--- config.mk ---
export PLATFORM = sky130hd
export DESIGN_NAME = noise_channel_ctrl
export DESIGN_NICKNAME = d
export VERILOG_FILES = /design/src/rtl/noise_ctrl_pkg.sv /design/src/rtl/noise_channel_ctrl_frame_sequencer.sv /design/src/rtl/noise_channel_ctrl.sv
export SDC_FILE = /design/constraint.sdc
export NUM_CORES = 1
export LEC_CHECK = 0
export CAP_MARGIN = 20
export CORE_UTILIZATION = 30
export CTS_CLUSTER_SIZE = 28
export DETAILED_ROUTE_END_ITERATION = 8
export HOLD_SLACK_MARGIN = 0.15
export PLACE_DENSITY_LB_ADDON = 0.3
export SYNTH_ARGS = -nofsm -noshare
export SYNTH_HDL_FRONTEND = slang
export SYNTH_SLANG_ARGS = --single-unit
--- constraint.sdc ---
create_clock -name I_CLK -period 4.5 [get_ports I_CLK]
set_clock_uncertainty 0.1 [all_clocks]
set_input_delay 0.675 -clock I_CLK [delete_from_list [all_inputs] [get_ports I_CLK]]
set_output_delay 0.675 -clock I_CLK [all_outputs]
set_load 0.005 [all_outputs]
--- src/rtl/noise_ctrl_pkg.sv ---
// Shared constants for the channel-4 noise controller: divisor table, frame-sequencer
// step masks, register field positions and the period helper.
package noise_ctrl_pkg;

  localparam int TIMER_W = 20;

  localparam logic [6:0] DIV_TABLE [0:7] = '{7'd8, 7'd16, 7'd32, 7'd48,
                                             7'd64, 7'd80, 7'd96, 7'd112};

  localparam logic [7:0] FS_LEN_STEPS = 8'b0101_0101;
  localparam logic [2:0] FS_ENV_STEP  = 3'd7;
  localparam logic [6:0] LEN_MAX      = 7'd64;
  localparam logic [3:0] S_FREEZE     = 4'd14;

  localparam int NR42_DIR_BIT    = 3;
  localparam int NR43_WIDTH_BIT  = 3;
  localparam int NR44_TRIG_BIT   = 7;
  localparam int NR44_LEN_EN_BIT = 6;

  // Shift-clock period in APU ticks; wraps to TIMER_W bits for the frozen shifts.
  function automatic logic [TIMER_W-1:0] noise_period(input logic [2:0] r,
                                                     input logic [3:0] s);
    logic [TIMER_W-1:0] div;
    div = {{(TIMER_W-7){1'b0}}, DIV_TABLE[r]};
    return div << s;
  endfunction

endpackage

--- src/rtl/noise_channel_ctrl_frame_sequencer.sv ---
// 512 Hz frame sequencer: APU-tick prescaler plus 3-bit step counter, emitting
// one-cycle length and envelope clock strobes.
module frame_sequencer
  import noise_ctrl_pkg::*;
#(
  parameter int FS_DIV = 8192
) (
  input  logic I_CLK,
  input  logic I_RESET,
  input  logic I_APU_TICK,
  output logic O_LEN_CLK,
  output logic O_ENV_CLK
);

  localparam int PW = (FS_DIV > 1) ? $clog2(FS_DIV) : 1;
  localparam logic [PW-1:0] PRESC_RELOAD = PW'(FS_DIV - 1);

  logic [PW-1:0] presc_q;
  logic [2:0]    step_q;

  // Strobes belong to the step being left, so step 0 produces the first length clock.
  always_ff @(posedge I_CLK) begin
    if (I_RESET) begin
      presc_q   <= PRESC_RELOAD;
      step_q    <= 3'd0;
      O_LEN_CLK <= 1'b0;
      O_ENV_CLK <= 1'b0;
    end else begin
      O_LEN_CLK <= 1'b0;
      O_ENV_CLK <= 1'b0;
      if (I_APU_TICK) begin
        if (presc_q == '0) begin
          presc_q   <= PRESC_RELOAD;
          step_q    <= step_q + 3'd1;
          O_LEN_CLK <= FS_LEN_STEPS[step_q];
          O_ENV_CLK <= (step_q == FS_ENV_STEP);
        end else begin
          presc_q <= presc_q - 1'b1;
        end
      end
    end
  end

endmodule

--- src/rtl/noise_channel_ctrl.sv ---
// Channel-4 noise controller: NR41-NR44 decode, length counter, volume envelope and
// the LFSR shift-clock timer driving the randwave generator.
module noise_channel_ctrl
  import noise_ctrl_pkg::*;
#(
  parameter int FS_DIV = 8192
) (
  input  logic       I_CLK,
  input  logic       I_RESET,
  input  logic       I_APU_TICK,
  input  logic       I_NR41_WR,
  input  logic       I_NR42_WR,
  input  logic       I_NR43_WR,
  input  logic       I_NR44_WR,
  input  logic [7:0] I_WDATA,
  output logic       O_SHIFT_TICK,
  output logic       O_LFSR_RESET,
  output logic       O_BIT_WIDTH,
  output logic [3:0] O_VOLUME,
  output logic       O_WAVEFORM_EN
);

  logic [7:0]         nr42_q;
  logic [7:0]         nr43_q;
  logic               len_en_q;
  logic [6:0]         len_q;
  logic [2:0]         env_cnt_q;
  logic [TIMER_W-1:0] timer_q;

  logic               len_clk;
  logic               env_clk;
  logic               trigger;
  logic               dac_on;
  logic               len_dec;
  logic               env_step;
  logic               timer_frozen;
  logic [TIMER_W-1:0] period;

  frame_sequencer #(.FS_DIV(FS_DIV)) u_fs (
    .I_CLK      (I_CLK),
    .I_RESET    (I_RESET),
    .I_APU_TICK (I_APU_TICK),
    .O_LEN_CLK  (len_clk),
    .O_ENV_CLK  (env_clk)
  );

  assign trigger      = I_NR44_WR & I_WDATA[NR44_TRIG_BIT];
  assign dac_on       = |nr42_q[7:3];
  assign timer_frozen = (nr43_q[7:4] >= S_FREEZE);
  assign period       = noise_period(nr43_q[2:0], nr43_q[7:4]);

  // A trigger swallows coincident sequencer clocks; an NR41 load swallows the decrement.
  assign len_dec  = len_clk & ~trigger & ~I_NR41_WR & len_en_q & (len_q != 7'd0);
  assign env_step = env_clk & ~trigger & O_WAVEFORM_EN & (nr42_q[2:0] != 3'd0);

  always_ff @(posedge I_CLK) begin
    if (I_RESET) begin
      nr42_q        <= 8'd0;
      nr43_q        <= 8'd0;
      len_en_q      <= 1'b0;
      len_q         <= 7'd0;
      env_cnt_q     <= 3'd0;
      timer_q       <= '0;
      O_SHIFT_TICK  <= 1'b0;
      O_LFSR_RESET  <= 1'b0;
      O_BIT_WIDTH   <= 1'b0;
      O_VOLUME      <= 4'd0;
      O_WAVEFORM_EN <= 1'b0;
    end else begin
      O_SHIFT_TICK <= 1'b0;
      O_LFSR_RESET <= trigger;

      if (I_NR42_WR) nr42_q <= I_WDATA;
      if (I_NR43_WR) begin
        nr43_q      <= I_WDATA;
        O_BIT_WIDTH <= I_WDATA[NR43_WIDTH_BIT];
      end
      if (I_NR44_WR) len_en_q <= I_WDATA[NR44_LEN_EN_BIT];

      if (I_NR41_WR) begin
        len_q <= LEN_MAX - {1'b0, I_WDATA[5:0]};
      end else if (trigger) begin
        if (len_q == 7'd0) len_q <= LEN_MAX;
      end else if (len_dec) begin
        len_q <= len_q - 7'd1;
      end

      if (trigger) begin
        O_WAVEFORM_EN <= dac_on;
      end else if (I_NR42_WR && (I_WDATA[7:3] == 5'd0)) begin
        O_WAVEFORM_EN <= 1'b0;
      end else if (len_dec && (len_q == 7'd1)) begin
        O_WAVEFORM_EN <= 1'b0;
      end

      // Period changes from NR43 land only when the count next reaches 1.
      if (trigger) begin
        timer_q <= period;
      end else if (I_APU_TICK && !timer_frozen) begin
        if (timer_q <= TIMER_W'(1)) begin
          timer_q      <= period;
          O_SHIFT_TICK <= O_WAVEFORM_EN;
        end else begin
          timer_q <= timer_q - 1'b1;
        end
      end

      if (trigger) begin
        O_VOLUME  <= nr42_q[7:4];
        env_cnt_q <= nr42_q[2:0];
      end else if (env_step) begin
        if (env_cnt_q <= 3'd1) begin
          env_cnt_q <= nr42_q[2:0];
          if (nr42_q[NR42_DIR_BIT]) begin
            if (O_VOLUME != 4'd15) O_VOLUME <= O_VOLUME + 4'd1;
          end else begin
            if (O_VOLUME != 4'd0) O_VOLUME <= O_VOLUME - 4'd1;
          end
        end else begin
          env_cnt_q <= env_cnt_q - 3'd1;
        end
      end
    end
  end

endmodule
* After elaboration in Yosys (flattened, before gate mapping)
Memories as Yosys holds them, arrays and structs flattened. A register that Yosys moved wholly into a read port is not among the register bits.
Index checks and enable logic that the tools add are counted.
** Storage, ports and cells
- Output and inout port bits :: 8
- Input bits :: 15
- Memories :: 2
- Memory bits (read-only) :: 64
- Bits in registers :: 72
** Operators by class
- Mux-type cells :: 22
- $add $sub $neg :: 8
- Bitwise operators :: 15
- Eq/ne operators :: 5
- $lt $le $gt $ge :: 4
- Reductions and logical operators :: 22
- Shifts and indexed selects :: 1
** Memory list
- (no name shown) :: words 8, width 7, read ports 1, clocked after memory_dff 0, wr ports 0, RTL line noise_ctrl_pkg.sv:24 : div = {{(TIMER_W-7){1'b0}}, DIV_TABLE[r]};
- (no name shown) :: words 8, width 1, read ports 1, clocked after memory_dff 1, wr ports 0, RTL line noise_channel_ctrl_frame_sequencer.sv:35 : O_LEN_CLK <= FS_LEN_STEPS[step_q];
** Operators by type and width (count)
- 20-bit 2-to-1 mux :: 3
- 7-bit 2-to-1 mux :: 6
- 4-bit 2-to-1 mux :: 6
- 20-bit by 1-bit <= comparator with 1-bit output, second input constant :: 1
- 7-bit by 4-bit << shifter with 20-bit output :: 1
- 20-bit by 1-bit subtractor with 20-bit output, second input constant :: 1
- 13-bit logical NOT :: 1
- 13-bit 2-to-1 mux :: 1
- 13-bit by 1-bit subtractor with 13-bit output, second input constant :: 1
- 3-bit nonzero test :: 4
- 3-bit 2-to-1 mux :: 3
- 1-bit AND :: 8
- 4-bit greater-or-equal comparator, second input constant :: 2
- 7-bit by 1-bit equality test with 1-bit output, second input constant :: 1
- 7-bit logical NOT :: 1
- 7-bit nonzero test :: 1
- 7-bit by 1-bit subtractor with 7-bit output, second input constant :: 1
- 7-bit by 6-bit subtractor with 7-bit output, first input constant :: 1
- 1-bit inverter :: 6
- 2-bit nonzero test :: 3
- 5-bit logical NOT :: 1
- 5-bit OR reduction :: 1
- 4-bit by 1-bit adder with 4-bit output, second input constant :: 1
- 4-bit inequality test, second input constant :: 1
- 16 further kinds :: 21

* Longest topological paths before layout
Gate-level depths: netlist (run 1).
- Depth in word-level cells :: 10
- Gate-level depth with buffers :: 9

* Modules after synthesis
From an unflattened synthesis (run 1), not the netlist that was laid out.
** Unflattened totals
- Cell total of the unflattened synthesis :: 492
- Area total of the unflattened synthesis :: 4210.3 µm²
** Modules (own cells, without submodules)
- noise_channel_ctrl :: instances 1, sequential area each 1081.0 µm², area an instance 3375.7 µm², cells each 409
- frame_sequencer :: instances 1, sequential area each 360.3 µm², area an instance 834.6 µm², cells each 83

* Worst setup path after synthesis (run 1)
Ideal clock, no wire load.
- Path type :: input to register
- Start point :: input I_APU_TICK
- End point :: register u_fs.O_ENV_CLK
- Setup slack :: 2048 ps
- Setup time :: 80 ps
- Stages on the path :: 5
- Data arrival time :: 2272 ps
- Path through :: buf_2 > nor4bb_1 > nand2_1 > or4b_2 > nor3b_1
** Between the ends
- Word-level cells in the longest chain between the ends :: 2
** RTL lines
- start: declaration :: RTL line noise_channel_ctrl.sv:10 : input logic I_APU_TICK,
- 1-bit inverter (no line)
- 3-bit OR reduction (no line)
- end signal: assignment :: RTL line noise_channel_ctrl_frame_sequencer.sv:36 : O_ENV_CLK <= (step_q == FS_ENV_STEP);
- end: declaration :: RTL line noise_channel_ctrl_frame_sequencer.sv:12 : output logic O_ENV_CLK
No other way between the ends.
A chain may end at the register's enable or synchronous reset.

* Final worst setup path (run 1)
- Start point :: input I_WDATA[7]
- End point :: register timer_q[9]
** Between the ends
- Word-level cells in the longest chain between the ends :: 2
** RTL lines
- start: declaration :: RTL line noise_channel_ctrl.sv:15 : input logic [7:0] I_WDATA,
- 1-bit AND * :: RTL line noise_channel_ctrl.sv:47 : assign trigger = I_NR44_WR & I_WDATA[NR44_TRIG_BIT];
- 20-bit 2-to-1 mux / 2-bit nonzero test (equally long branches)
- end signal: assignment :: RTL line noise_channel_ctrl.sv:98 : timer_q <= period;
- end signal: assignment :: RTL line noise_channel_ctrl.sv:101 : timer_q <= period;
- end signal: assignment :: RTL line noise_channel_ctrl.sv:104 : timer_q <= timer_q - 1'b1;
- end: declaration :: RTL line noise_channel_ctrl.sv:28 : logic [TIMER_W-1:0] timer_q;
Mark *: on every way between the ends. The rest lies on a longest branch, timed or not.

==> tab_implementation.tex, run 1 <==
\begin{tabular}{lr}
\hline
Metric & Value \\
\hline
\multicolumn{2}{l}{\textbf{Floorplan}} \\
Ports placed on the boundary & 23 \\
Height of the die & 120.0 um \\
Number of cell rows & 42 \\
Core Region & 0.01340 mm\^{}2 \\
Die X & 120.0 um \\
Starting Density & 31.19\% \\
Total die area & 0.01441 mm\^{}2 \\
\multicolumn{2}{l}{\textbf{Timing}} \\
Achievable Freq & 0.3303 GHz \\
Hold violation count in the final report & 0 \\
Setup Total Neg Slack & 0 ns \\
Worst hold margin & 0.3866 ns \\
Final-report setup violation count & 0 \\
Slew at the pin with the worst max-slew slack & 0.9776 ns \\
Post-route fraction of the period consumed by the critical path & 67.27\% \\
Shortest period the worst path allows & 3.027 ns \\
Unrepaired setup endpoints after global routing & no \\
Relative slew slack & 34.83\% \\
Slew Viols, Final & 0 \\
\multicolumn{2}{l}{\textbf{Synthesis}} \\
Net count of the mapped netlist & 535 \\
Number of warnings reported in the yosys synthesis log & 0 \\
Count of mapped cells out of synthesis & 508 \\
Dominant combinational cell family by area after synthesis & simple AND/OR/NAND/NOR gates \\
Synthesized-area fraction occupied by ao, oa, aoi and oai cells & 17.43\% \\
Async set or reset register ratio after synthesis & 0\% \\
Count of state elements after synthesis & 72 \\
Sequential cell area fraction in the yosys report & 34.49\% \\
Share of the synthesized netlist area taken by xor and xnor gates & 3.982\% \\
Number of distinct library cell variants in the gate-level netlist after synthesis & 62 \\
Post-synthesis adder-cell area fraction & 3.772\% \\
Mux contribution to synthesized area & 8.832\% \\
Simple-gate share of the synthesized area & 25.81\% \\
Number of enable-type register cells in the synthesized netlist & 0 \\
Post-Syn Area per Cell & 8.226 um\^{}2 \\
Mapped Area & 0.004179 mm\^{}2 \\
Synth Flop Type & sky130\_fd\_sc\_hd\_\_dfxtp\_1 \\
\multicolumn{2}{l}{\textbf{Clock tree}} \\
Post-CTS setup repair buffer count & 0 \\
Number of H-tree levels & 3 \\
Clk\_lat worst skew & 0.34 ns \\
Post\_cts resized & 0 \\
Clock tree from TritonCTS & done \\
Deepest clock path buffer count & 2 \\
CTS Sinks & 72 \\
Hold buffer count at cts & 0 \\
Total clock buffers created by CTS & 9 \\
Root Driver & sky130\_fd\_sc\_hd\_\_clkbuf\_16 \\
Clock slew at reported path FFs & 0.06 ns \\
\multicolumn{2}{l}{\textbf{Detailed routing}} \\
Via density per instance & 5.341 \\
Number of optimization iterations in the first detailed-route pass & 5 \\
Number of DRC markers after the initial detailed-route iteration & 189 \\
Final Routed Wirelength & 10.59 mm \\
Post-detailed-route count of antenna-violating nets & 0 \\
Final routed DRC violation total & 0 \\
Number of vias in the routed layout & 3701 \\
Detail-routed net length per standard cell & 15.28 um \\
\multicolumn{2}{l}{\textbf{Worst setup path}} \\
WP buf/inv & 1 \\
Category of the most critical setup path & in2reg \\
Critical path cell sequence & clkdlybuf4s50\_1 -> and2\_0 -> a21o\_1 -> mux2\_2 -> a32o\_1 \\
Beginning of the worst register-to-register path & timer\_q[4] \\
Setup crit start kind & input pin \\
Data arrival time of the worst path & 3.16 ns \\
Capturing element type of the critical path & flop \\
Crit path largest cell delay & 0.69 ns \\
Worst R2R Path Depth & 5 \\
R2R setup slack & 1.62 ns \\
Largest driver fanout on the critical path & 19 \\
Slowest-stage cell, CP & sky130\_fd\_sc\_hd\_\_and2\_0 \\
Crit-path leading delay family & compound AO/OA/AOI/OAI gates \\
Data required time at the worst endpoint & 4.63 ns \\
Endpoint of the worst-slack reg-to-reg timing path & timer\_q[9] \\
\multicolumn{2}{l}{\textbf{Power and ir drop}} \\
Highest ir drop seen on vdd & 0.0002167 V \\
Areal power density over the cells & 570.4 mW/mm\^{}2 \\
Leakage power of the design & 1.778 nW \\
\multicolumn{2}{l}{\textbf{Placed design}} \\
Number of port buffers & 22 \\
Global placer's final weighted congestion & 0.8393 \\
Detailed placer's ending HPWL & 7.518 mm \\
\multicolumn{2}{l}{\textbf{Global routing}} \\
Largest net degree at the start of global routing & 39 \\
Wire length of the first global-routing pass & 17.77 mm \\
Aggregate global routing overflow & 0 \\
Aggregate global-route resource usage & 15.61\% \\
Vias in the first global route & 3449 \\
Number of antenna violations at the first check in global routing & 0 \\
\multicolumn{2}{l}{\textbf{Layout}} \\
Combined flip-flop and latch cell area & 0.001441 mm\^{}2 \\
Most frequent standard cell in the layout excluding fill and tap cells & sky130\_fd\_sc\_hd\_\_dfxtp\_1 \\
Net count of the finished layout & 540 \\
Area taken by multi-input logic gates & 0.002500 mm\^{}2 \\
Highest-count cells in the layout ignoring fill and taps & sky130\_fd\_sc\_hd\_\_dfxtp\_1, sky130\_fd\_sc\_hd\_\_nor2\_1, sky130\_fd\_sc\_hd\_\_nand2\_1 \\
Ant. Diodes & 0 \\
Proportion of layout cells with a drive suffix above 1 & 8.124\% \\
Area added between synthesis and finish & 15.09\% \\
Number of fill cells in the layout & 1422 \\
\multicolumn{2}{l}{\textbf{Min path}} \\
Hold wc startpoint & u\_fs.step\_q[0] \\
Hold Path Stages & 1 \\
Hold endpoint & u\_fs.O\_LEN\_CLK \\
Worst hold path class & reg2reg \\
\multicolumn{2}{l}{\textbf{Run status}} \\
Result of the run & complete, no violations \\
\multicolumn{2}{l}{\textbf{Job}} \\
Max Cap Violations & 0 \\
\hline
\end{tabular}
## cells by family (layout without fill, tap and decap cells)
group                    count (synthesis)  after routing
multiplexers                            35             35
AND/OR/NAND/NOR                        203            203
AO/OA/AOI/OAI                          108            108
flip-flops                              72             72
adder cells (fa/ha/maj)                 12             12
buffers and inverters                   59             68
XOR/XNOR                                19             19
## worst reg2reg max path, cell delays in order, from the launching register on
cell and delay, ns:
sky130_fd_sc_hd__dfxtp_1 0.37, sky130_fd_sc_hd__or4_1 0.71, sky130_fd_sc_hd__nor3_4 0.36, sky130_fd_sc_hd__a21o_1 0.60
sky130_fd_sc_hd__mux2_2 0.42, sky130_fd_sc_hd__a32o_1 0.21
## cell usage after synthesis, drive strengths merged (6+ instances only)
cell / instances / share of area (%)
buf: 7 / 1.0
xnor2: 13 / 2.7
inv: 28 / 2.5
nand2: 41 / 3.7
or2: 6 / 0.90
a21oi: 31 / 3.8
nor2: 55 / 4.9
ha: 11 / 3.3
or4: 7 / 1.4
mux2i: 29 / 6.9
nand3: 16 / 1.9
o21ai: 16 / 1.9
dfxtp: 72 / 34
clkbuf: 24 / 2.2
a211oi: 9 / 1.6
nor3: 23 / 3.0
nor4: 14 / 2.5
xor2: 6 / 1.3
## layer usage
metal | vias to the layer above | GRT usage, % | wire length, um
met1 | 1743 | 20.47 | 4944
met3 | 14 | 2.994 | 418
met5 | - | 0 | 0
li1 | 1866 | - | -
met2 | 78 | 24.50 | 5001
met4 | 0 | 7.422 | 222
## area by class of cell
cell class	count	share of cell area (%)
multi-input cells	377	51.98
flip-flops and latches	72	29.97
clock buffers	11	5.255
repair buffers	25	4.943
well taps	176	4.579
inverters	28	2.185
clock inverters	4	1.093
## per-stage QoR
step | power (mW) | cell area [um^2] | utilization [%] | std cells | worst slack, ns
after global routing | 2.935 | 4810 | 35.89 | 693 | 1.402
after CTS | 2.757 | 4810 | 35.89 | 693 | 1.497
after global placement | 1.978 | 4504 | 33.61 | 678 | 1.217
after floorplan | 1.781 | 4179 | - | 508 | 2.048
after detailed placement | 2.002 | 4504 | 33.61 | 678 | 1.150
final | 2.743 | 4810 | 35.89 | 693 | 1.473
## where the power goes
group	total, mW	leakage (nW)	switching, mW	internal [mW]
clock	0.741	0.152	0.283	0.458
combinational	1.13	1.04	0.660	0.468
sequential	0.873	0.590	0.129	0.744
## how the worst max path moves through the flow
stage | end | start | cells past startpoint | slack (ns)
global placement | timer_q[9] | I_WDATA[7] | 5 | 1.22
CTS | timer_q[9] | I_WDATA[7] | 5 | 1.50
detailed placement | timer_q[9] | I_WDATA[7] | 5 | 1.15
finish | timer_q[9] | I_WDATA[7] | 5 | 1.47
floorplan | u_fs.O_ENV_CLK | I_APU_TICK | 5 | 2.05
global route | timer_q[9] | I_WDATA[7] | 5 | 1.40
## sequential cells by signal (all words and copies together) (netlist names), 3 cells and up
register      flops
timer_q          20
u_fs.presc_q     13
nr43_q            8
env_cnt_q         3
len_q             7
nr42_q            8
O_VOLUME          4
u_fs.step_q       3
(Power assumes the default switching activity.)
==> run 2, diff against run 1 <==
==> constraint.sdc (replaced) <==
create_clock -name I_CLK -period 2.4 [get_ports I_CLK]
set_clock_uncertainty 0.1 [all_clocks]
set_input_delay 0.36 -clock I_CLK [delete_from_list [all_inputs] [get_ports I_CLK]]
set_output_delay 0.36 -clock I_CLK [all_outputs]
set_load 0.005 [all_outputs]
==> run 2 against run 1 <==
  * First-iteration DRC count down 9.5%
  * Core utilization increased by 3.2 points
  * Sequential cell count unchanged
  * Die area unchanged
  * Wire length increased by 7.6%
  * Combinational power is 140% higher
  * Count of clock-buffer cells in the layout is 2 lower
  * Clock power up 100%
  * Hold slack worse by 0.083 ns
  * Via count is 7.9% higher
  * Critical path depth unchanged
  * Cell count grew 7.5%
  * Critical endpoint is now timer_q[18]
  * Largest power group unchanged
  * Highest routed layer unchanged
==> tab_implementation.tex, run 2 (synthesis results as in run 1) <==
\begin{tabular}{lr}
\hline
Metric & Value \\
\hline
\multicolumn{2}{l}{\textbf{Clock tree}} \\
Clock tree from TritonCTS & done (unchanged) \\
Total clock buffers created by CTS & 9 (unchanged) \\
Post-CTS setup repair buffer count & 0 (unchanged) \\
Number of H-tree levels & 3 (unchanged) \\
Clock slew at reported path FFs & 0.06 ns (about the same) \\
Root Driver & sky130\_fd\_sc\_hd\_\_clkbuf\_16 (unchanged) \\
CTS Sinks & 72 (unchanged) \\
Clk\_lat worst skew & 0.35 ns (was 0.34 ns) \\
Deepest clock path buffer count & 2 (unchanged) \\
\multicolumn{2}{l}{\textbf{Power and ir drop}} \\
Share of total power in combinational logic & 47.1\% (was 41.1\%) \\
Areal power density over the cells & 1109 mW/mm\^{}2 (was 570.4 mW/mm\^{}2) \\
Net Sw Power & 2.218 mW (was 1.073 mW) \\
Pwr Total & 5.805 mW (was 2.743 mW) \\
Internal Dissipation & 3.587 mW (was 1.671 mW) \\
Clock power share & 25.8\% (was 27.0\%) \\
Leakage power of the design & 2.031 nW (was 1.778 nW) \\
Sw frac & 38.21\% (was 39.10\%) \\
Highest ir drop seen on vdd & 0.0004693 V (was 0.0002167 V) \\
Portion of total power attributed to sequential cells & 27.0\% (was 31.8\%) \\
\multicolumn{2}{l}{\textbf{Floorplan}} \\
Die X & 120.0 um (unchanged) \\
Starting Density & 31.19\% (unchanged) \\
Ports placed on the boundary & 23 (unchanged) \\
Core Region & 0.01340 mm\^{}2 (unchanged) \\
Number of cell rows & 42 (unchanged) \\
Total die area & 0.01441 mm\^{}2 (unchanged) \\
Height of the die & 120.0 um (unchanged) \\
\multicolumn{2}{l}{\textbf{Timing}} \\
Slew Viols, Final & 0 (unchanged) \\
Relative slew slack & 57.44\% (was 34.83\%) \\
Slew at the pin with the worst max-slew slack & 0.6335 ns (was 0.9776 ns) \\
Hold violation count in the final report & 0 (unchanged) \\
Final-report setup violation count & 0 (unchanged) \\
Achievable Freq & 0.4357 GHz \\
Setup Total Neg Slack & 0 ns (unchanged) \\
Worst hold margin & 0.3034 ns (was 0.3866 ns) \\
Shortest period the worst path allows & 2.295 ns \\
Post-route fraction of the period consumed by the critical path & 95.64\% \\
Unrepaired setup endpoints after global routing & yes (was no) \\
\multicolumn{2}{l}{\textbf{Global routing}} \\
Vias in the first global route & 3865 (was 3449) \\
Aggregate global-route resource usage & 16.85\% (was 15.61\%) \\
Aggregate global routing overflow & 0 (unchanged) \\
Largest net degree at the start of global routing & 24 (was 39) \\
Number of antenna violations at the first check in global routing & 0 (unchanged) \\
Wire length of the first global-routing pass & 19.17 mm (was 17.77 mm) \\
\multicolumn{2}{l}{\textbf{Placed design}} \\
Number of port buffers & 22 (unchanged) \\
Placed Area & 0.004887 mm\^{}2 (was 0.004504 mm\^{}2) \\
Detailed placer's ending HPWL & 8.457 mm (was 7.518 mm) \\
Global placer's final weighted congestion & 0.8609 (was 0.8393) \\
\multicolumn{2}{l}{\textbf{Detailed routing}} \\
Number of optimization iterations in the first detailed-route pass & 5 (unchanged) \\
Via density per instance & 5.361 (was 5.341) \\
Number of vias in the routed layout & 3994 (was 3701) \\
Post-detailed-route count of antenna-violating nets & 0 (unchanged) \\
Number of DRC markers after the initial detailed-route iteration & 171 (was 189) \\
Detail-routed net length per standard cell & 15.30 um (was 15.28 um) \\
Final Routed Wirelength & 11.40 mm (was 10.59 mm) \\
Final routed DRC violation total & 0 (unchanged) \\
\multicolumn{2}{l}{\textbf{Worst setup path}} \\
Critical Path End & timer\_q[18] (was timer\_q[9]) \\
R2R setup slack & 0.10 ns (was 1.62 ns) \\
Beginning of the worst register-to-register path & timer\_q[14] (was timer\_q[4]) \\
Category of the most critical setup path & reg2reg (was in2reg) \\
Endpoint of the worst-slack reg-to-reg timing path & timer\_q[18] (was timer\_q[9]) \\
Worst R2R Path Depth & 5 (unchanged) \\
Largest driver fanout on the critical path & 8 (was 19) \\
Capturing element type of the critical path & flop (unchanged) \\
Timing startpoint of the critical path & timer\_q[14] (was I\_WDATA[7]) \\
Data arrival time of the worst path & 2.46 ns (was 3.16 ns) \\
Setup crit start kind & flop (was input pin) \\
Data required time at the worst endpoint & 2.57 ns (was 4.63 ns) \\
\multicolumn{2}{l}{\textbf{Layout}} \\
Most frequent standard cell in the layout excluding fill and tap cells & sky130\_fd\_sc\_hd\_\_dfxtp\_1 (unchanged) \\
Highest-count cells in the layout ignoring fill and taps & sky130\_fd\_sc\_hd\_\_dfxtp\_1, sky130\_fd\_sc\_hd\_\_nor2\_1, sky130\_fd\_sc\_hd\_\_buf\_4 (was sky130\_fd\_sc\_hd\_\_dfxtp\_1, sky130\_fd\_sc\_hd\_\_nor2\_1, sky130\_fd\_sc\_hd\_\_nand2\_1) \\
Proportion of layout cells with a drive suffix above 1 & 17.22\% (was 8.124\%) \\
Utilization of the core after routing & 39.06\% (was 35.89\%) \\
Ant. Diodes & 0 (unchanged) \\
Summed area of non-filler cells in the final layout & 0.005234 mm\^{}2 (was 0.004810 mm\^{}2) \\
Registers with the highest flip-flop counts & timer\_q: 20 flops, u\_fs.presc\_q: 13 flops (unchanged) \\
Area added between synthesis and finish & 25.24\% (was 15.09\%) \\
Net count of the finished layout & 591 (was 540) \\
Register name with the most flops & timer\_q (unchanged) \\
Flip-flop count of the largest register, all copies and words added & 20 (unchanged) \\
\multicolumn{2}{l}{\textbf{Job}} \\
Max Cap Violations & 0 (unchanged) \\
\multicolumn{2}{l}{\textbf{Run status}} \\
Result of the run & complete, no violations (unchanged) \\
\multicolumn{2}{l}{\textbf{Min path}} \\
Worst hold path class & in2reg (was reg2reg) \\
\hline
\end{tabular}
-- run 2: cell types whose count changed in the layout (fill, tap and decap cells not counted), moves of 2 or more --
cell                         change
sky130_fd_sc_hd__nor4_2          +2
sky130_fd_sc_hd__inv_6           +2
sky130_fd_sc_hd__clkinvlp_4      +2
sky130_fd_sc_hd__buf_4          +51
sky130_fd_sc_hd__clkbuf_8        -2
sky130_fd_sc_hd__nor4_1          -2
-- run 2: power by group through the flow --
stage          registers [mW]  clock network, mW  logic [mW]
6_report                 1.57               1.50        2.74
5_1_grt                  1.60               1.59        3.00
4_1_cts                  1.57               1.55        2.66
3_5_place_dp             1.59                  0        2.65
3_3_place_gp             1.58                  0        2.63
2_1_floorplan            1.57                  0        1.77
-- run 2: how the worst min path moves through the flow --
| stage | from | to | slack [ns] | cells past startpoint |
|---|---|---|---|---|
| final | I_RESET | u_fs.step_q[0] | 0.30 | 2 |
| after global routing | I_RESET | u_fs.step_q[0] | 0.32 | 2 |
| after CTS | I_RESET | u_fs.step_q[0] | 0.30 | 2 |
| after detailed placement | u_fs.step_q[0] | u_fs.O_LEN_CLK | 0.38 | 1 |
| after global placement | u_fs.step_q[0] | u_fs.O_LEN_CLK | 0.37 | 1 |
| after floorplan | u_fs.step_q[0] | u_fs.O_LEN_CLK | 0.35 | 1 |
-- run 2: layout make-up --
cell class / instances / area (um^2)
clock buffers: 9 / 225.2
repair buffers: 76 / 620.6
well taps: 176 / 220.2
flip-flops and latches: 72 / 1441
fillers: 1365 / 8167
inverters: 28 / 105.1
multi-input cells: 377 / 2520
clock inverters: 7 / 101.3
-- run 2: metal layers --
metal | global-route usage [%] | share of wire [%]
met5 | 0 | 0
met4 | 5.781 | 1.8
met3 | 4.848 | 4.6
met2 | 27.59 | 48
met1 | 20.99 | 45
-- run 2: worst max-delay path, cell delays in order (launching register included) --
cell and delay, ns:
sky130_fd_sc_hd__dfxtp_1 0.32, sky130_fd_sc_hd__or4_4 0.58, sky130_fd_sc_hd__nor4_4 0.33, sky130_fd_sc_hd__a21oi_2 0.18, sky130_fd_sc_hd__or4_1 0.50, sky130_fd_sc_hd__a41oi_1 0.20
-- run 2: timing repair --
| item | in CTS | in global routing |
|---|---|---|
| hold buffers | 0 | 0 |
| endpoints found under the hold margin | 0 | 0 |
| resized for setup | 0 | 4 |
| endpoints found under the setup margin | 0 | 5 |
-- run 2: per-stage QoR --
step | setup WS, ns | instances
2_1_floorplan | 0.06136 | 508
3_3_place_gp | -0.07953 | 729
3_5_place_dp | -0.1078 | 729
4_1_cts | 0.05837 | 745
5_1_grt | 0.005158 | 745
6_report | 0.1047 | 745
==> run 3, diff against run 2 <==
--- a/config.mk
+++ b/config.mk
@@ -13,4 +13,5 @@
 export PLACE_DENSITY_LB_ADDON = 0.3
 export SYNTH_ARGS = -nofsm -noshare
 export SYNTH_HDL_FRONTEND = slang
+export SYNTH_HIERARCHICAL = 1
 export SYNTH_SLANG_ARGS = --single-unit
==> run 3 against run 2 <==
  * Sequential power rose by 3%
  * Combinational power fell by 20%
  * Sequential share of layout area rose by 0.75 points
  * Total power fell by 11%
  * Global-route usage fell by 0.86 points
  * Cell area fell by 2.7%
  * Critical path type unchanged
  * Synthesized cell count fell by 3.1%
  * Sequential cell count did not move
  * First-iteration DRC count rose by 87%
  * Highest routed layer unchanged
==> tab_implementation.tex, run 3 <==
\begin{tabular}{lr}
\hline
Metric & Value \\
\hline
\multicolumn{2}{l}{\textbf{Synthesis}} \\
Count of mapped cells out of synthesis & 492 (was 508) \\
Post-Syn Area per Cell & 8.557 um\^{}2 (was 8.226 um\^{}2) \\
Area fraction of the dominant cell type after synthesis & 34.23\% (was 34.49\%) \\
Net count of the mapped netlist & 521 (was 535) \\
Most common cell in the synthesized netlist & sky130\_fd\_sc\_hd\_\_dfxtp\_1 (unchanged) \\
Number of enable-type register cells in the synthesized netlist & 0 (unchanged) \\
Async set or reset register ratio after synthesis & 0\% (unchanged) \\
Area contributors post-synth & sky130\_fd\_sc\_hd\_\_dfxtp\_1, sky130\_fd\_sc\_hd\_\_mux2i\_1, sky130\_fd\_sc\_hd\_\_nor2\_1 (unchanged) \\
Largest area contributor in the netlist & sky130\_fd\_sc\_hd\_\_dfxtp\_1 (unchanged) \\
Number of warnings reported in the yosys synthesis log & 6 (was 0) \\
Count of state elements after synthesis & 72 (unchanged) \\
Synth Flop Type & sky130\_fd\_sc\_hd\_\_dfxtp\_1 (unchanged) \\
Cell types with the highest counts after synthesis & sky130\_fd\_sc\_hd\_\_dfxtp\_1, sky130\_fd\_sc\_hd\_\_nor2\_1, sky130\_fd\_sc\_hd\_\_nand2\_1 (unchanged) \\
Mapped Area & 0.004210 mm\^{}2 (was 0.004179 mm\^{}2) \\
Sequential cell area fraction in the yosys report & 34.23\% (was 34.49\%) \\
Number of distinct library cell variants in the gate-level netlist after synthesis & 71 (was 62) \\
\multicolumn{2}{l}{\textbf{Layout}} \\
Most frequent standard cell in the layout excluding fill and tap cells & sky130\_fd\_sc\_hd\_\_dfxtp\_1 (unchanged) \\
Ant. Diodes & 0 (unchanged) \\
Number of fill cells in the layout & 1420 (was 1365) \\
Highest-count cells in the layout ignoring fill and taps & sky130\_fd\_sc\_hd\_\_dfxtp\_1, sky130\_fd\_sc\_hd\_\_nor2\_1, sky130\_fd\_sc\_hd\_\_nand2\_1 (was sky130\_fd\_sc\_hd\_\_dfxtp\_1, sky130\_fd\_sc\_hd\_\_nor2\_1, sky130\_fd\_sc\_hd\_\_buf\_4) \\
Register name with the most flops & timer\_q (unchanged) \\
Registers with the highest flip-flop counts & timer\_q: 20 flops, u\_fs/presc\_q: 13 flops (was timer\_q: 20 flops, u\_fs.presc\_q: 13 flops) \\
Summed area of non-filler cells in the final layout & 0.005095 mm\^{}2 (was 0.005234 mm\^{}2) \\
Area added between synthesis and finish & 21.01\% (was 25.24\%) \\
Proportion of layout cells with a drive suffix above 1 & 14.31\% (was 17.22\%) \\
Utilization of the core after routing & 37.87\% (was 39.06\%) \\
Net count of the finished layout & 562 (was 591) \\
Flip-flop count of the largest register, all copies and words added & 20 (unchanged) \\
\multicolumn{2}{l}{\textbf{Power and ir drop}} \\
Areal power density over the cells & 1013 mW/mm\^{}2 (was 1109 mW/mm\^{}2) \\
Leakage power of the design & 1.940 nW (was 2.031 nW) \\
Portion of total power attributed to sequential cells & 31.2\% (was 27.0\%) \\
Net Sw Power & 1.989 mW (was 2.218 mW) \\
Internal Dissipation & 3.172 mW (was 3.587 mW) \\
Highest ir drop seen on vdd & 0.0003911 V (was 0.0004693 V) \\
Clock power share & 26.4\% (was 25.8\%) \\
Share of total power in combinational logic & 42.4\% (was 47.1\%) \\
Sw frac & 38.54\% (was 38.21\%) \\
\multicolumn{2}{l}{\textbf{Detailed routing}} \\
Detail-routed net length per standard cell & 15.53 um (was 15.30 um) \\
Final routed DRC violation total & 0 (unchanged) \\
Number of vias in the routed layout & 3853 (was 3994) \\
Final Routed Wirelength & 11.09 mm (was 11.40 mm) \\
Post-detailed-route count of antenna-violating nets & 0 (unchanged) \\
Number of optimization iterations in the first detailed-route pass & 5 (unchanged) \\
Via density per instance & 5.396 (was 5.361) \\
Number of DRC markers after the initial detailed-route iteration & 319 (was 171) \\
\multicolumn{2}{l}{\textbf{Timing}} \\
Unrepaired setup endpoints after global routing & no (was yes) \\
Setup Total Neg Slack & 0 ns (unchanged) \\
Relative slew slack & 57.56\% (was 57.44\%) \\
Final critical-path setup slack & 0.1578 ns (was 0.1047 ns) \\
Shortest period the worst path allows & 2.242 ns (was 2.295 ns) \\
Slew at the pin with the worst max-slew slack & 0.6286 ns (was 0.6335 ns) \\
Achievable Freq & 0.4460 GHz (was 0.4357 GHz) \\
Slew Viols, Final & 0 (unchanged) \\
Final-report setup violation count & 0 (unchanged) \\
Hold violation count in the final report & 0 (unchanged) \\
Post-route fraction of the period consumed by the critical path & 93.43\% (was 95.64\%) \\
\multicolumn{2}{l}{\textbf{Global routing}} \\
Aggregate global-route resource usage & 15.99\% (was 16.85\%) \\
Aggregate global routing overflow & 0 (unchanged) \\
Largest net degree at the start of global routing & 56 (was 24) \\
Number of antenna violations at the first check in global routing & 0 (unchanged) \\
Vias in the first global route & 3637 (was 3865) \\
Wire length of the first global-routing pass & 18.50 mm (was 19.17 mm) \\
\multicolumn{2}{l}{\textbf{Clock tree}} \\
Clock tree from TritonCTS & done (unchanged) \\
Number of H-tree levels & 3 (unchanged) \\
Root Driver & sky130\_fd\_sc\_hd\_\_clkbuf\_16 (unchanged) \\
Clock slew at reported path FFs & 0.06 ns (about the same) \\
Total clock buffers created by CTS & 9 (unchanged) \\
Clk\_lat worst skew & 0.33 ns (was 0.35 ns) \\
CTS Sinks & 72 (unchanged) \\
Deepest clock path buffer count & 2 (unchanged) \\
\multicolumn{2}{l}{\textbf{Placed design}} \\
Number of port buffers & 22 (unchanged) \\
Detailed placer's ending HPWL & 8.030 mm (was 8.457 mm) \\
Placed Area & 0.004787 mm\^{}2 (was 0.004887 mm\^{}2) \\
Global placer's final weighted congestion & 0.8526 (was 0.8609) \\
Post-placement worst setup slack & 0.09569 ns (was -0.1078 ns) \\
\multicolumn{2}{l}{\textbf{Worst setup path}} \\
Critical path cell sequence & nor4\_2 -> nand2\_2 -> o41a\_1 -> or3b\_1 -> a21oi\_1 (was or4\_4 -> nor4\_4 -> a21oi\_2 -> or4\_1 -> a41oi\_1) \\
Largest driver fanout on the critical path & 9 (was 8) \\
Worst R2R Path Depth & 5 (unchanged) \\
WP buf/inv & 0 (unchanged) \\
Beginning of the worst register-to-register path & timer\_q[12] (was timer\_q[14]) \\
Slowest-stage cell, CP & sky130\_fd\_sc\_hd\_\_o41a\_1 (was sky130\_fd\_sc\_hd\_\_or4\_4) \\
Crit path largest cell delay & 0.56 ns (was 0.58 ns) \\
Data required time at the worst endpoint & 2.56 ns (was 2.57 ns) \\
Capturing element type of the critical path & flop (unchanged) \\
R2R setup slack & 0.16 ns (was 0.10 ns) \\
Category of the most critical setup path & reg2reg (unchanged) \\
Logic depth of the worst path, buffers included & 5 (unchanged) \\
Setup crit start kind & flop (unchanged) \\
Data arrival time of the worst path & 2.40 ns (was 2.46 ns) \\
Crit-path leading delay family & simple AND/OR/NAND/NOR gates (unchanged) \\
Endpoint of the worst-slack reg-to-reg timing path & timer\_q[14] (was timer\_q[18]) \\
\multicolumn{2}{l}{\textbf{Min path}} \\
Hold endpoint & u\_fs/presc\_q[11] (was u\_fs.step\_q[0]) \\
Hold wc startpoint & I\_RESET (unchanged) \\
Hold Path Stages & 3 (was 2) \\
Worst hold path class & in2reg (unchanged) \\
\multicolumn{2}{l}{\textbf{Job}} \\
Max Cap Violations & 0 (unchanged) \\
\multicolumn{2}{l}{\textbf{Floorplan}} \\
Total die area & 0.01451 mm\^{}2 (was 0.01441 mm\^{}2) \\
Height of the die & 120.5 um (was 120.0 um) \\
Die X & 120.5 um (was 120.0 um) \\
Ports placed on the boundary & 23 (unchanged) \\
Starting Density & 31.30\% (was 31.19\%) \\
Number of cell rows & 42 (unchanged) \\
Core Region & 0.01345 mm\^{}2 (was 0.01340 mm\^{}2) \\
\multicolumn{2}{l}{\textbf{Run status}} \\
Result of the run & complete, no violations (unchanged) \\
\hline
\end{tabular}
run 3: changes by cell type after synthesis, sizes merged, moves of 5 or more:
cell,before,now
a21oi,31,23
a311oi,0,5
inv,28,17
nand3b,1,8
nor2b,1,6
nor3,23,17
xnor2,13,4
xor2,6,13
run 3: cells by family (layout without fill, tap and decap cells):
kind of cell	Yosys count	after routing	share of synthesized area [%]
AND/OR/NAND/NOR	209	209	28.32
flip-flops	72	72	34.23
buffers and inverters	44	90	4.695
AO/OA/AOI/OAI	108	108	18.13
XOR/XNOR	17	17	3.536
multiplexers	28	28	6.746
adder cells (fa/ha/maj)	14	14	4.339
run 3: power by group through the flow:
stage | clock (mW) | combinational (mW) | sequential (mW)
finish | 1.36 | 2.19 | 1.61
CTS | 1.38 | 2.15 | 1.60
global route | 1.44 | 2.40 | 1.64
global placement | 0 | 2.11 | 1.62
detailed placement | 0 | 2.13 | 1.63
floorplan | 0 | 1.51 | 1.55
run 3: tightest hold or removal path: stages:
cell                      delay, ns
sky130_fd_sc_hd__buf_2         0.12
sky130_fd_sc_hd__nor2b_4       0.08
sky130_fd_sc_hd__nand2_1       0.06
run 3: repair_timing:
action,4_1_cts,5_1_grt
buffers inserted,0,0
gates resized for setup,0,2
hold buffers,0,0
endpoints found under the setup margin,0,8
run 3: layout make-up:
type	instances	area [um^2]	area share, %
multi-input combinational	376	2580	50.64
sequential	72	1441	28.29
timing repair buffer	57	490.5	9.627
clock buffer	11	242.7	4.764
tap	176	220.2	4.322
inverter	17	63.81	1.252
clock inverter	5	56.30	1.105
run 3: routing by layer:
metal / global-route usage [%] / part of all wire, % / vias to the layer above
met4: 7.099 / 2.3 / 0
met3: 2.736 / 4.6 / 19
li1: - / - / 1902
met1: 22.06 / 49 / 1840
met5: 0 / 0 / -
met2: 24.32 / 44 / 92
run 3: worst max-delay path by stage:
stage,start,endpoint,slack (ns)
4_1_cts,timer_q[0],timer_q[19],0.14
3_5_place_dp,I_WDATA[7],timer_q[17],0.1
5_1_grt,timer_q[4],timer_q[9],0.03
6_report,timer_q[12],timer_q[14],0.16
3_3_place_gp,I_WDATA[7],timer_q[17],0.14
2_1_floorplan,timer_q[0],timer_q[18],0.30
run 3: per-stage QoR:
| step | cells | power [mW] | hold WS [ns] |
|---|---|---|---|
| global route | 714 | 5.483 | 0.2351 |
| floorplan | 492 | 3.061 | 0.3324 |
| global placement | 698 | 3.733 | 0.3668 |
| CTS | 714 | 5.133 | 0.2166 |
| detailed placement | 698 | 3.764 | 0.3876 |
| finish | 714 | 5.161 | 0.2226 |
